`src/rtl/bist_session_sched_if.sv`:
```
// Handshake and status bundle between a scan-BIST session scheduler and its controller.
// The scheduler takes the slave side; the session controller or bench takes the master side.
interface bist_session_sched_if #(
    parameter int unsigned CNT_W = 16
) ();
    logic             bist_start;
    logic             bist_abort;
    logic             sig_match;
    logic             scan_en;
    logic             test_sel;
    logic             lfsr_seed;
    logic             misr_clr;
    logic             finish;
    logic             running;
    logic             bist_end;
    logic             pass_fail;
    logic [CNT_W-1:0] pattern_cnt;

    modport master (
        output bist_start, bist_abort, sig_match,
        input  scan_en, test_sel, lfsr_seed, misr_clr, finish, running, bist_end, pass_fail,
        input  pattern_cnt
    );

    modport slave (
        input  bist_start, bist_abort, sig_match,
        output scan_en, test_sel, lfsr_seed, misr_clr, finish, running, bist_end, pass_fail,
        output pattern_cnt
    );
endinterface

```
`src/rtl/bist_session_sched.sv`:
```
// Scan-BIST session scheduler: seed, counted shift/capture patterns, flush, compare, done.
// Outputs are a Moore decode of the state register plus registered counters and verdict.
module bist_session_sched #(
    parameter int unsigned CHAIN_LEN  = 21,
    parameter int unsigned N_PATTERNS = 100,
    parameter int unsigned CNT_W      = 16
) (
    input  logic                   CLK,
    input  logic                   RST,
    bist_session_sched_if.slave    bus
);

    typedef enum logic [2:0] {
        StIdle,
        StSeed,
        StShift,
        StCapture,
        StFlush,
        StCompare,
        StDone
    } state_e;

    localparam logic [CNT_W-1:0] ShiftLast = CNT_W'(CHAIN_LEN - 1);
    localparam logic [CNT_W-1:0] PatTotal  = CNT_W'(N_PATTERNS);

    state_e           r_state;
    state_e           w_state_d;
    logic             r_start_q;
    logic [CNT_W-1:0] r_shift_cnt;
    logic [CNT_W-1:0] r_pattern_cnt;
    logic             r_pass_fail;

    logic             w_start_edge;
    logic             w_active;
    logic             w_abort;
    logic             w_shift_last;
    logic [CNT_W-1:0] w_pat_inc;

    logic w_scan_en, w_test_sel, w_lfsr_seed, w_misr_clr, w_finish, w_running, w_bist_end;

    assign w_start_edge = bus.bist_start & ~r_start_q;
    assign w_active     = (r_state inside {StSeed, StShift, StCapture, StFlush, StCompare});
    assign w_abort      = bus.bist_abort & w_active;
    assign w_shift_last = (r_shift_cnt == ShiftLast);
    assign w_pat_inc    = r_pattern_cnt + 1'b1;

    always_ff @(posedge CLK or posedge RST) begin
        if (RST) begin
            r_state <= StIdle;
        end else begin
            r_state <= w_state_d;
        end
    end

    always_comb begin
        w_state_d = r_state;
        unique case (r_state)
            StIdle:    if (w_start_edge) w_state_d = StSeed;
            StSeed:    w_state_d = StShift;
            StShift:   if (w_shift_last) w_state_d = StCapture;
            StCapture: w_state_d = (w_pat_inc == PatTotal) ? StFlush : StShift;
            StFlush:   if (w_shift_last) w_state_d = StCompare;
            StCompare: w_state_d = StDone;
            StDone:    if (w_start_edge) w_state_d = StSeed;
            default:   w_state_d = StIdle;
        endcase
        // Abort only exists in the active states, so a start edge in DONE still wins.
        if (w_abort) w_state_d = StDone;
    end

    always_comb begin
        w_scan_en   = 1'b0;
        w_test_sel  = 1'b0;
        w_lfsr_seed = 1'b0;
        w_misr_clr  = 1'b0;
        w_finish    = 1'b0;
        w_running   = 1'b0;
        w_bist_end  = 1'b0;
        unique case (r_state)
            StSeed: begin
                w_lfsr_seed = 1'b1;
                w_misr_clr  = 1'b1;
                w_test_sel  = 1'b1;
                w_running   = 1'b1;
            end
            StShift, StFlush: begin
                w_scan_en  = 1'b1;
                w_test_sel = 1'b1;
                w_running  = 1'b1;
            end
            StCapture: begin
                w_test_sel = 1'b1;
                w_running  = 1'b1;
            end
            StCompare: begin
                w_finish  = 1'b1;
                w_running = 1'b1;
            end
            StDone:  w_bist_end = 1'b1;
            default: ;
        endcase
    end

    always_ff @(posedge CLK or posedge RST) begin
        if (RST) begin
            r_start_q     <= 1'b0;
            r_shift_cnt   <= '0;
            r_pattern_cnt <= '0;
            r_pass_fail   <= 1'b0;
        end else begin
            r_start_q <= bus.bist_start;
            if (w_state_d == StSeed) begin
                // Clearing on entry makes the SEED cycle already show a fresh session.
                r_shift_cnt   <= '0;
                r_pattern_cnt <= '0;
                r_pass_fail   <= 1'b0;
            end else begin
                case (r_state)
                    StShift, StFlush: begin
                        if (!w_abort) r_shift_cnt <= w_shift_last ? '0 : r_shift_cnt + 1'b1;
                    end
                    StCapture: begin
                        if (!w_abort) r_pattern_cnt <= w_pat_inc;
                    end
                    StCompare: r_pass_fail <= w_abort ? 1'b0 : bus.sig_match;
                    default: ;
                endcase
            end
        end
    end

    assign bus.scan_en     = w_scan_en;
    assign bus.test_sel    = w_test_sel;
    assign bus.lfsr_seed   = w_lfsr_seed;
    assign bus.misr_clr    = w_misr_clr;
    assign bus.finish      = w_finish;
    assign bus.running     = w_running;
    assign bus.bist_end    = w_bist_end;
    assign bus.pass_fail   = r_pass_fail;
    assign bus.pattern_cnt = r_pattern_cnt;

endmodule

```
`src/flat_wrapper.sv`:
```
// flat-port wrapper written by rule: the top's interface ports become plain ports
module bist_session_sched_flat 
#(
    parameter int unsigned CHAIN_LEN  = 21,
    parameter int unsigned N_PATTERNS = 100,
    parameter int unsigned CNT_W      = 16
)
  (CLK, RST, bus_bist_start, bus_bist_abort, bus_sig_match, bus_scan_en, bus_test_sel, bus_lfsr_seed, bus_misr_clr, bus_finish, bus_running, bus_bist_end, bus_pass_fail, bus_pattern_cnt);
  bist_session_sched_if #(.CNT_W(CNT_W)) bus_i ();
  input  logic CLK;
  input  logic RST;
  input wire logic [$bits(bus_i.bist_start)-1:0] bus_bist_start;
  input wire logic [$bits(bus_i.bist_abort)-1:0] bus_bist_abort;
  input wire logic [$bits(bus_i.sig_match)-1:0] bus_sig_match;
  output wire logic [$bits(bus_i.scan_en)-1:0] bus_scan_en;
  output wire logic [$bits(bus_i.test_sel)-1:0] bus_test_sel;
  output wire logic [$bits(bus_i.lfsr_seed)-1:0] bus_lfsr_seed;
  output wire logic [$bits(bus_i.misr_clr)-1:0] bus_misr_clr;
  output wire logic [$bits(bus_i.finish)-1:0] bus_finish;
  output wire logic [$bits(bus_i.running)-1:0] bus_running;
  output wire logic [$bits(bus_i.bist_end)-1:0] bus_bist_end;
  output wire logic [$bits(bus_i.pass_fail)-1:0] bus_pass_fail;
  output wire logic [$bits(bus_i.pattern_cnt)-1:0] bus_pattern_cnt;
  assign bus_i.bist_start = bus_bist_start;
  assign bus_i.bist_abort = bus_bist_abort;
  assign bus_i.sig_match = bus_sig_match;
  assign bus_scan_en = bus_i.scan_en;
  assign bus_test_sel = bus_i.test_sel;
  assign bus_lfsr_seed = bus_i.lfsr_seed;
  assign bus_misr_clr = bus_i.misr_clr;
  assign bus_finish = bus_i.finish;
  assign bus_running = bus_i.running;
  assign bus_bist_end = bus_i.bist_end;
  assign bus_pass_fail = bus_i.pass_fail;
  assign bus_pattern_cnt = bus_i.pattern_cnt;
  bist_session_sched #(.CHAIN_LEN(CHAIN_LEN), .N_PATTERNS(N_PATTERNS), .CNT_W(CNT_W)) u_core (.CLK(CLK), .RST(RST), .bus(bus_i));
endmodule
```
`config.mk`:
```
export PLATFORM = sky130hd
export DESIGN_NAME = bist_session_sched_flat
export DESIGN_NICKNAME = d
export VERILOG_FILES = /design/src/rtl/bist_session_sched_if.sv /design/src/rtl/bist_session_sched.sv /design/src/flat_wrapper.sv
export SDC_FILE = /design/constraint.sdc
export NUM_CORES = 1
export LEC_CHECK = 0
export CORE_MARGIN = 5
export CORE_UTILIZATION = 40
export CTS_BUF_LIST = sky130_fd_sc_hd__clkbuf_4 sky130_fd_sc_hd__clkbuf_8
export DETAILED_ROUTE_END_ITERATION = 16
export PLACE_DENSITY_LB_ADDON = 0.15
export SLEW_MARGIN = 30
export SYNTH_ARGS = -nofsm -noshare
export SYNTH_HDL_FRONTEND = slang
export SYNTH_SLANG_ARGS = --single-unit
```
`constraint.sdc`:
```
create_clock -name CLK -period 2.7 [get_ports CLK]
set_clock_uncertainty 0.2 [all_clocks]
set_input_delay 0.675 -clock CLK [delete_from_list [all_inputs] [get_ports CLK]]
set_output_delay 0.675 -clock CLK [all_outputs]
set_load 0.01 [all_outputs]
```
==> flow_summary.toml, run 1 <==
[placed_design]
post-place-ws_ns = 0.0390
globalplace.congestion = 0.833
hpwl_mm = 3.56
io_buffers = 28

[yosys]
synth_area_leader_cell = "dfrtp_1"
syn_nets = 258
synth_top_area_share_pct = 42.2
avgSynthCellArea_sq_um = 8.78
ys_ff_latch = 37
netlist_instances = 250
ys_seq_area_share_pct = 42.2
yosys_warnings = 0
synth.area.top_cells = "dfrtp_1, nor2_1, xnor2_1"
ys_types = 43
netlist_area_sq_um = 2200

[floorplanning]
ioPinCount = 29
die-area_sq_um = 7070
die_x_um = 84.1
die_y_um = 84.1
core_sq_um = 5410
rows = 27
start_util_pct = 40.6

[setup_path]
worstPathCellList = "nor2b_1, and2_2, clkdlybuf4s50_1"
worstPathArrival_ns = 1.72
cp_slowest_cell = "clkdlybuf4s50_1"
critPathRequiredTime_ns = 1.82
rr_worst_depth = 7
critPathMaxFanout = 9
crit_type = "flip-flop to output port"
critPathMaxStageDelay_ns = 0.53
start_kind = "flip-flop"
r2r_setup_slack_ns = 0.41
end_kind = "output port"

[cells_and_area]
syn2layout_area_growth_pct = 22.1
drive_gt1_share_pct = 11.3
layout_commonest_cell = "dfrtp_1"
final_cell_mix = "dfrtp_1, nor2_1, clkdlybuf4s50_1, nand2_1, a21oi_1"
nets = 292
fillers = 541
antenna_cells = 0

[sta]
worst_slew_pin_slew_ns = 0.506
whs_ns = 0.338
hold_violations = 0
max_freq_mhz = 386
period_minus_slack_ns = 2.59
final.setup.tns_ns = 0
slew_headroom_pct = 66.3
setup_ws_ns = 0.108
fin_crit_sh_pct = 96.0
rsz0062_at_grt = "false"
slew_viol_final = 0
setup_violations = 0

[clock_tree]
cts_tree = "built"
clkTransAtPathRegs_ns = 0.07
cts_buffers = 5
htreeDepth = 2
cts.sinks = 37
clock_latency_ns = 0.29
root_buffer = "clkbuf_8"
hold_buffers = 0
cts_max_path_buffers = 2

[global_routing]
grt_max_degree = 38
track_usage_pct = 15.4
grt_overflow_total = 0
first_global_vias = 1905
antenna_found_initial = 0
grt_pass1_wl_mm = 9.04

[power_and_ir_drop]
seqPwrFrac_pct = 39.7
swShare_pct = 35.3
power_density_nw_per_um2 = 646
p_switching_w = 0.000612
clkPwrFrac_pct = 23.8
ir_drop_mv = 0.311
p_comb_share_pct = 36.5
p_leak_nw = 1.10
internal_power_w = 0.00112

[routing]
ant_nets = 0
top_layer = "met4"
drtPass1Iterations = 4
viasPerCell = 5.37
drcViolationCount = 0
dr_wl_met2_mm = 2.24
met3WireLength_um = 280
routedWlPerCell_um = 14.5
num_vias = 1913
routed_wl_mm = 5.17
wl_met1_mm = 2.60
drtIter0Drc = 119

[hold_path]
holdCritPathClass = "flip-flop to flip-flop"
whs_path_depth = 2

[job]
maxCapViolCount = 0

[run_status]
outcome = "finished, final reports clean"
[area by class of cell]
class,count,area [sq um],share of cell area (%)
inverter,7,26.3,0.980
timing repair buffer,41,378,14.1
tap,72,90.1,3.36
sequential,37,926,34.5
clock buffer,7,90.1,3.36
multi-input combinational,192,1170,43.7
[synth_stat cells, drive strengths merged]
cell type and number:
and4 4, mux2i 3, a41oi 1, nand4b 1, ha 3, nand2 18, nand2b 2, a31oi 3
o21ai 13, a2bb2oi 1, dfrtp 37, a211o 1, and3 3, nor3 8, nand3 11, xor2 7
a21oi 17, and2b 1, and2 5, nor4b 3, a22oi 2, nor2b 4, nor4 9, o2111ai 1
nor3b 1, nor4bb 1, clkbuf 7, nand3b 3, inv 7, nor2 36, o21bai 1, nand4 7
buf 7, xnor2 12, or3 9, or3b 1
[power groups by stage]
stage / clock network, W / registers, W / logic (W)
finish: 0.000412 / 0.000688 / 0.000632
global placement: 0 / 0.000690 / 0.000622
detailed placement: 0 / 0.000691 / 0.000623
floorplan: 0 / 0.000670 / 0.000392
CTS: 0.000425 / 0.000680 / 0.000630
global route: 0.000441 / 0.000699 / 0.000705
[what timing repair did]
item	4_1_cts	5_1_grt
setup endpoints to repair	0	2
buffers inserted	0	0
gates resized for setup	0	2
[stage by stage]
step                cell area [sq um]  utilization [%]  std cells  total power (W)
floorplan                        2200                -        250          0.00106
global placement                 2580             47.8        349          0.00131
detailed placement               2580             47.8        349          0.00131
CTS                              2670             49.4        356          0.00173
global route                     2680             49.6        356          0.00185
finish                           2680             49.6        356          0.00173
[kinds of logic (layout without fill, tap and decap cells)]
group,Yosys count,count (layout),synth area share (%)
AO/OA/AOI/OAI,40,40,10.3
multiplexers,3,3,1.37
adder cells (fa/ha/maj),3,3,1.71
XOR/XNOR,19,19,7.58
flip-flops,37,37,42.2
AND/OR/NAND/NOR,127,127,31.8
buffers and inverters,21,55,5.07
[critical path, delay by kind of cell (launching register included)]
family / cells / cell delay (ns)
buffers and inverters: 1 / 0.53
and+or+nand+nor: 2 / 0.39
DFF: 1 / 0.50
[flip-flops by register name, summed over array words and instances, names as in the netlist]
| signal | flops |
|---|---|
| u_core.bus.pass_fail | 1 |
| u_core.bus.pattern_cnt | 16 |
| u_core.r_shift_cnt | 16 |
| u_core.r_start_q | 1 |
| u_core.r_state | 3 |
[final timing paths]
kind	start	endpoint
worst max-delay path	u_core.r_state[1]	bus_finish
worst min register to register	u_core.bus.pass_fail	u_core.bus.pass_fail
min in group asynchronous	RST	u_core.r_shift_cnt[8]
worst max register to register	u_core.r_shift_cnt[0]	u_core.r_shift_cnt[4]
worst min-delay path	u_core.bus.pass_fail	u_core.bus.pass_fail
max in group asynchronous	RST	u_core.r_shift_cnt[2]
[routing by layer]
layer	vias up	track usage, %
met2	57	22.8
met5	-	0
met1	903	22.2
li1	948	-
met3	5	3.75
met4	0	4.09
(Power assumes the default switching activity.)
==> run 2: changes to the inputs <==
--- a/config.mk
+++ b/config.mk
@@ -9,6 +9,7 @@
 export CORE_UTILIZATION = 40
 export CTS_BUF_LIST = sky130_fd_sc_hd__clkbuf_4 sky130_fd_sc_hd__clkbuf_8
 export DETAILED_ROUTE_END_ITERATION = 16
+export DONT_BUFFER_PORTS = 1
 export PLACE_DENSITY_LB_ADDON = 0.15
 export SLEW_MARGIN = 30
 export SYNTH_ARGS = -nofsm -noshare
==> flow_summary.toml, run 2 (same netlist as run 1, synthesis figures left out) <==
[power_and_ir_drop]
p_switching_w = 0.000594
internal_power_w = 0.00108
p_leak_nw = 0.988
ir_drop_mv = 0.335
clkPwrFrac_pct = 30.5
p_comb_share_pct = 26.9
swShare_pct = 35.6
power_density_nw_per_um2 = 697
seqPwrFrac_pct = 42.6

[routing]
drtPass1Iterations = 4
drtIter0Drc = 111
viasPerCell = 5.28
routedWlPerCell_um = 15.5
ant_nets = 0
routed_wl_mm = 5.03
num_vias = 1710
drcViolationCount = 0

[setup_path]
critPathRequiredTime_ns = 1.82
regToRegStartpoint = "u_core.r_state[0]"
r2r_setup_slack_ns = 0.48
crit_type = "flip-flop to output port"
endpoint = "bus_scan_en"
cp-startpoint = "u_core.r_state[2]"
reg2reg_to = "u_core.bus.pattern_cnt[15]"
worstPathArrival_ns = 1.38
start_kind = "flip-flop"
critPathMaxFanout = 10
rr_worst_depth = 6
end_kind = "output port"

[sta]
period_minus_slack_ns = 2.26
final.setup.tns_ns = 0
hold_violations = 0
slew_viol_final = 0
slew_headroom_pct = 67.5
max_freq_mhz = 443
fin_crit_sh_pct = 83.6
worst_slew_pin_slew_ns = 0.488
rsz0062_at_grt = "false"
setup_violations = 0

[run_status]
outcome = "finished, final reports clean"

[clock_tree]
clkTransAtPathRegs_ns = 0.08
cts.sinks = 37
root_buffer = "clkbuf_8"
clock_latency_ns = 0.29
cts_buffers = 5
cts_max_path_buffers = 2
cts_tree = "built"
cts_resized = 0
post_cts_buffers = 0
hold_buffers = 0
htreeDepth = 2

[global_routing]
track_usage_pct = 15.1
antenna_found_initial = 0
first_global_vias = 1636
grt_max_degree = 38
grt_overflow_total = 0
grt_pass1_wl_mm = 8.69

[hold_path]
holdCritPathClass = "input pin to asynchronous set/reset pin"

[floorplanning]
core_sq_um = 5410
rows = 27
die_y_um = 84.1
ioPinCount = 29
start_util_pct = 40.6
die-area_sq_um = 7070
die_x_um = 84.1

[placed_design]
globalplace.congestion = 0.797
hpwl_mm = 3.50
io_buffers = 0

[cells_and_area]
nets = 259
layout_commonest_cell = "dfrtp_1"
fillers = 541
syn2layout_area_growth_pct = 9.12
post-route-util_pct = 44.3
antenna_cells = 0
final_cell_mix = "dfrtp_1, nor2_1, nand2_1, a21oi_1, o21ai_0"
drive_gt1_share_pct = 10.3

[job]
maxCapViolCount = 0
-- run 2: cell types whose count changed in the layout (fill, tap and decap cells not counted), sizes merged --
cell,delta
buf,-5
bufinv,+1
clkbuf,-1
clkdlybuf4s50,-28
clkinvlp,+1
-- run 2: worst max-delay path, cell delays in order (launching register included) --
cell	delay [ns]
dfrtp_1	0.49
xnor2_1	0.44
nor2_1	0.16
-- run 2: worst min-delay path by stage --
stage	start	cells after the start	to
detailed placement	u_core.r_shift_cnt[15]	2	u_core.r_shift_cnt[15]
global placement	u_core.r_shift_cnt[15]	2	u_core.r_shift_cnt[15]
global route	bus_bist_start	0	u_core.r_start_q
CTS	RST	2	u_core.r_shift_cnt[0]
finish	RST	2	u_core.r_shift_cnt[7]
floorplan	u_core.r_shift_cnt[15]	2	u_core.r_shift_cnt[15]
-- run 2: metrics by stage --
step	cells	hold slack (ns)	setup slack, ns	cell area (sq um)	total power, W
2_1_floorplan	250	0.306	0.585	2200	0.00106
3_3_place_gp	316	0.334	0.492	2280	0.00117
3_5_place_dp	316	0.334	0.491	2280	0.00118
4_1_cts	324	0.198	0.425	2400	0.00170
5_1_grt	324	0.195	0.285	2400	0.00179
6_report	324	0.179	0.443	2400	0.00167
-- run 2: layout make-up --
class	count	area (sq um)	share of cell area, %
clock buffer	6	82.6	3.45
multi-input combinational	192	1160	48.5
tap	72	90.1	3.76
clock inverter	2	37.5	1.57
sequential	37	926	38.6
timing repair buffer	8	72.6	3.03
inverter	7	26.3	1.10
-- run 2: per-layer routing --
layer	vias up	track usage (%)	share of wire (%)
met4	0	3.51	1.1
met5	-	0	0
met1	775	22.6	50
li1	885	-	-
met2	44	20.1	40
met3	6	5.82	8.9
-- run 2: power groups by stage --
stage | sequential (W) | combinational, W | clock [W]
after global placement | 0.000722 | 0.000452 | 0
after global routing | 0.000729 | 0.000514 | 0.000549
final | 0.000712 | 0.000449 | 0.000508
after CTS | 0.000712 | 0.000455 | 0.000529
after detailed placement | 0.000723 | 0.000454 | 0
after floorplan | 0.000670 | 0.000392 | 0
==> run 3: changes to the inputs <==
==> constraint.sdc (replaced) <==
create_clock -name CLK -period 2 [get_ports CLK]
set_clock_uncertainty 0.2 [all_clocks]
set_input_delay 0.5 -clock CLK [delete_from_list [all_inputs] [get_ports CLK]]
set_output_delay 0.5 -clock CLK [all_outputs]
set_load 0.01 [all_outputs]
==> flow_summary.toml, run 3 (same netlist as run 1, synthesis figures left out) <==
[cells_and_area]
nets = 296
layout_commonest_cell = "buf_4"
syn2layout_area_growth_pct = 24.4
antenna_cells = 0
final_cell_mix = "buf_4, dfrtp_1, nor2_1, nand2_1, a21oi_1"
fillers = 554
stdcell_area_sq_um = 2730
drive_gt1_share_pct = 27.8

[setup_path]
r2r_setup_slack_ns = 0.08
crit_type = "flip-flop to output port"
critPathMaxFanout = 4
critPathRequiredTime_ns = 1.30
endpoint = "bus_scan_en"
start_kind = "flip-flop"
worstPathCellList = "xnor2_1, buf_4, nor2_1"
end_kind = "output port"
regToRegStartpoint = "u_core.r_state[2]"
worstPathArrival_ns = 1.26
critPathMaxStageDelay_ns = 0.41
cp-startpoint = "u_core.r_state[1]"
reg2reg_to = "u_core.bus.pattern_cnt[15]"
cp_slowest_cell = "dfrtp_1"
rr_worst_depth = 6

[sta]
worst_slew_pin_slew_ns = 0.489
period_minus_slack_ns = 1.96
slew_headroom_pct = 67.4
slew_viol_final = 0
max_freq_mhz = 510
hold_violations = 0
fin_crit_sh_pct = 98.1
rsz0062_at_grt = "true"
setup_violations = 0
setup_ws_ns = 0.0377
whs_ns = 0.00278

[power_and_ir_drop]
power_density_nw_per_um2 = 849
p_leak_nw = 1.18
swShare_pct = 36.7
p_switching_w = 0.000852
ir_drop_mv = 0.410
p_comb_share_pct = 38.2
seqPwrFrac_pct = 38.2
clkPwrFrac_pct = 23.6
internal_power_w = 0.00147

[routing]
ant_nets = 0
drcViolationCount = 0
routedWlPerCell_um = 15.0
drtPass1Iterations = 5
num_vias = 1891
routed_wl_mm = 5.42
viasPerCell = 5.25
drtIter0Drc = 153

[clock_tree]
cts_buffers = 5
cts.sinks = 37
clock_latency_ns = 0.29
clkTransAtPathRegs_ns = 0.08
cts_max_path_buffers = 2
htreeDepth = 2
cts_tree = "built"
root_buffer = "clkbuf_8"

[placed_design]
io_buffers = 0
hpwl_mm = 3.84
dpl-instance-area_sq_um = 2530
globalplace.congestion = 0.837
post-place-ws_ns = -0.0488

[floorplanning]
die-area_sq_um = 7070
start_util_pct = 40.6
die_x_um = 84.1
rows = 27
ioPinCount = 29
die_y_um = 84.1
core_sq_um = 5410

[global_routing]
grt_overflow_total = 0
antenna_found_initial = 0
track_usage_pct = 15.9
first_global_vias = 1839
grt_pass1_wl_mm = 9.20
grt_max_degree = 38

[run_status]
outcome = "finished, final reports clean"

[job]
maxCapViolCount = 0

[hold_path]
holdCritPathClass = "input pin to asynchronous set/reset pin"
run 3: cell types whose count changed in the layout (fill, tap and decap cells not counted), sizes merged:
cell / before / now
bufinv: 1 / 0
buf: 8 / 45
run 3: worst max-delay path: cells and delay by family (launching register included):
kind	cells	cell delay [ns]
flops	1	0.41
xor+xnor	1	0.33
buf+inv	1	0.18
simple gates	1	0.06
run 3: area by class of cell:
class / count / area [sq um] / share of cell area (%)
inverters: 7 / 26.3 / 0.962
well taps: 72 / 90.1 / 3.30
repair buffers: 45 / 342 / 12.5
multi-input cells: 192 / 1260 / 46.1
clock inverters: 1 / 7.51 / 0.275
clock buffers: 6 / 82.6 / 3.02
flip-flops and latches: 37 / 926 / 33.9
run 3: worst min path at each step:
stage / startpoint / to / slack, ns
after global placement: bus_bist_start / u_core.r_start_q / 0.33
after CTS: RST / u_core.r_shift_cnt[9] / 0.02
after floorplan: u_core.r_shift_cnt[15] / u_core.r_shift_cnt[15] / 0.31
final: RST / u_core.r_shift_cnt[9] / 0.003
after global routing: bus_bist_start / u_core.r_start_q / 0.02
after detailed placement: bus_bist_start / u_core.r_start_q / 0.33
run 3: power groups by stage:
stage          sequential, W  clock [W]  combinational [W]
5_1_grt             0.000899   0.000603           0.000977
2_1_floorplan       0.000904          0           0.000529
4_1_cts             0.000884   0.000573           0.000811
3_3_place_gp        0.000896          0           0.000806
6_report            0.000886   0.000548           0.000885
3_5_place_dp        0.000899          0           0.000806
run 3: stage by stage:
step	TNS [ns]	total power, W	util (%)	instances
after floorplan	0	0.00143	-	250
after global placement	-0.258	0.00170	46.7	351
after detailed placement	-0.135	0.00170	46.7	351
after CTS	0	0.00227	48.5	358
after global routing	-0.206	0.00248	50.6	360
final	0	0.00232	50.6	360
run 3: what timing repair did:
action	in CTS	in global routing
hold buffers	0	0
pin swaps	0	4
endpoints found under the hold margin	0	0
setup endpoints to repair	1	24
buffers inserted	0	2
resized for setup	1	21
run 3: metal layers:
| layer | up-vias | part of all wire [%] | track usage, % |
|---|---|---|---|
| met1 | 890 | 50 | 22.8 |
| met5 | - | 0 | 0 |
| met3 | 5 | 6.7 | 5.73 |
| met2 | 39 | 42 | 22.7 |
| li1 | 957 | - | - |
| met4 | 0 | 0.92 | 4.09 |
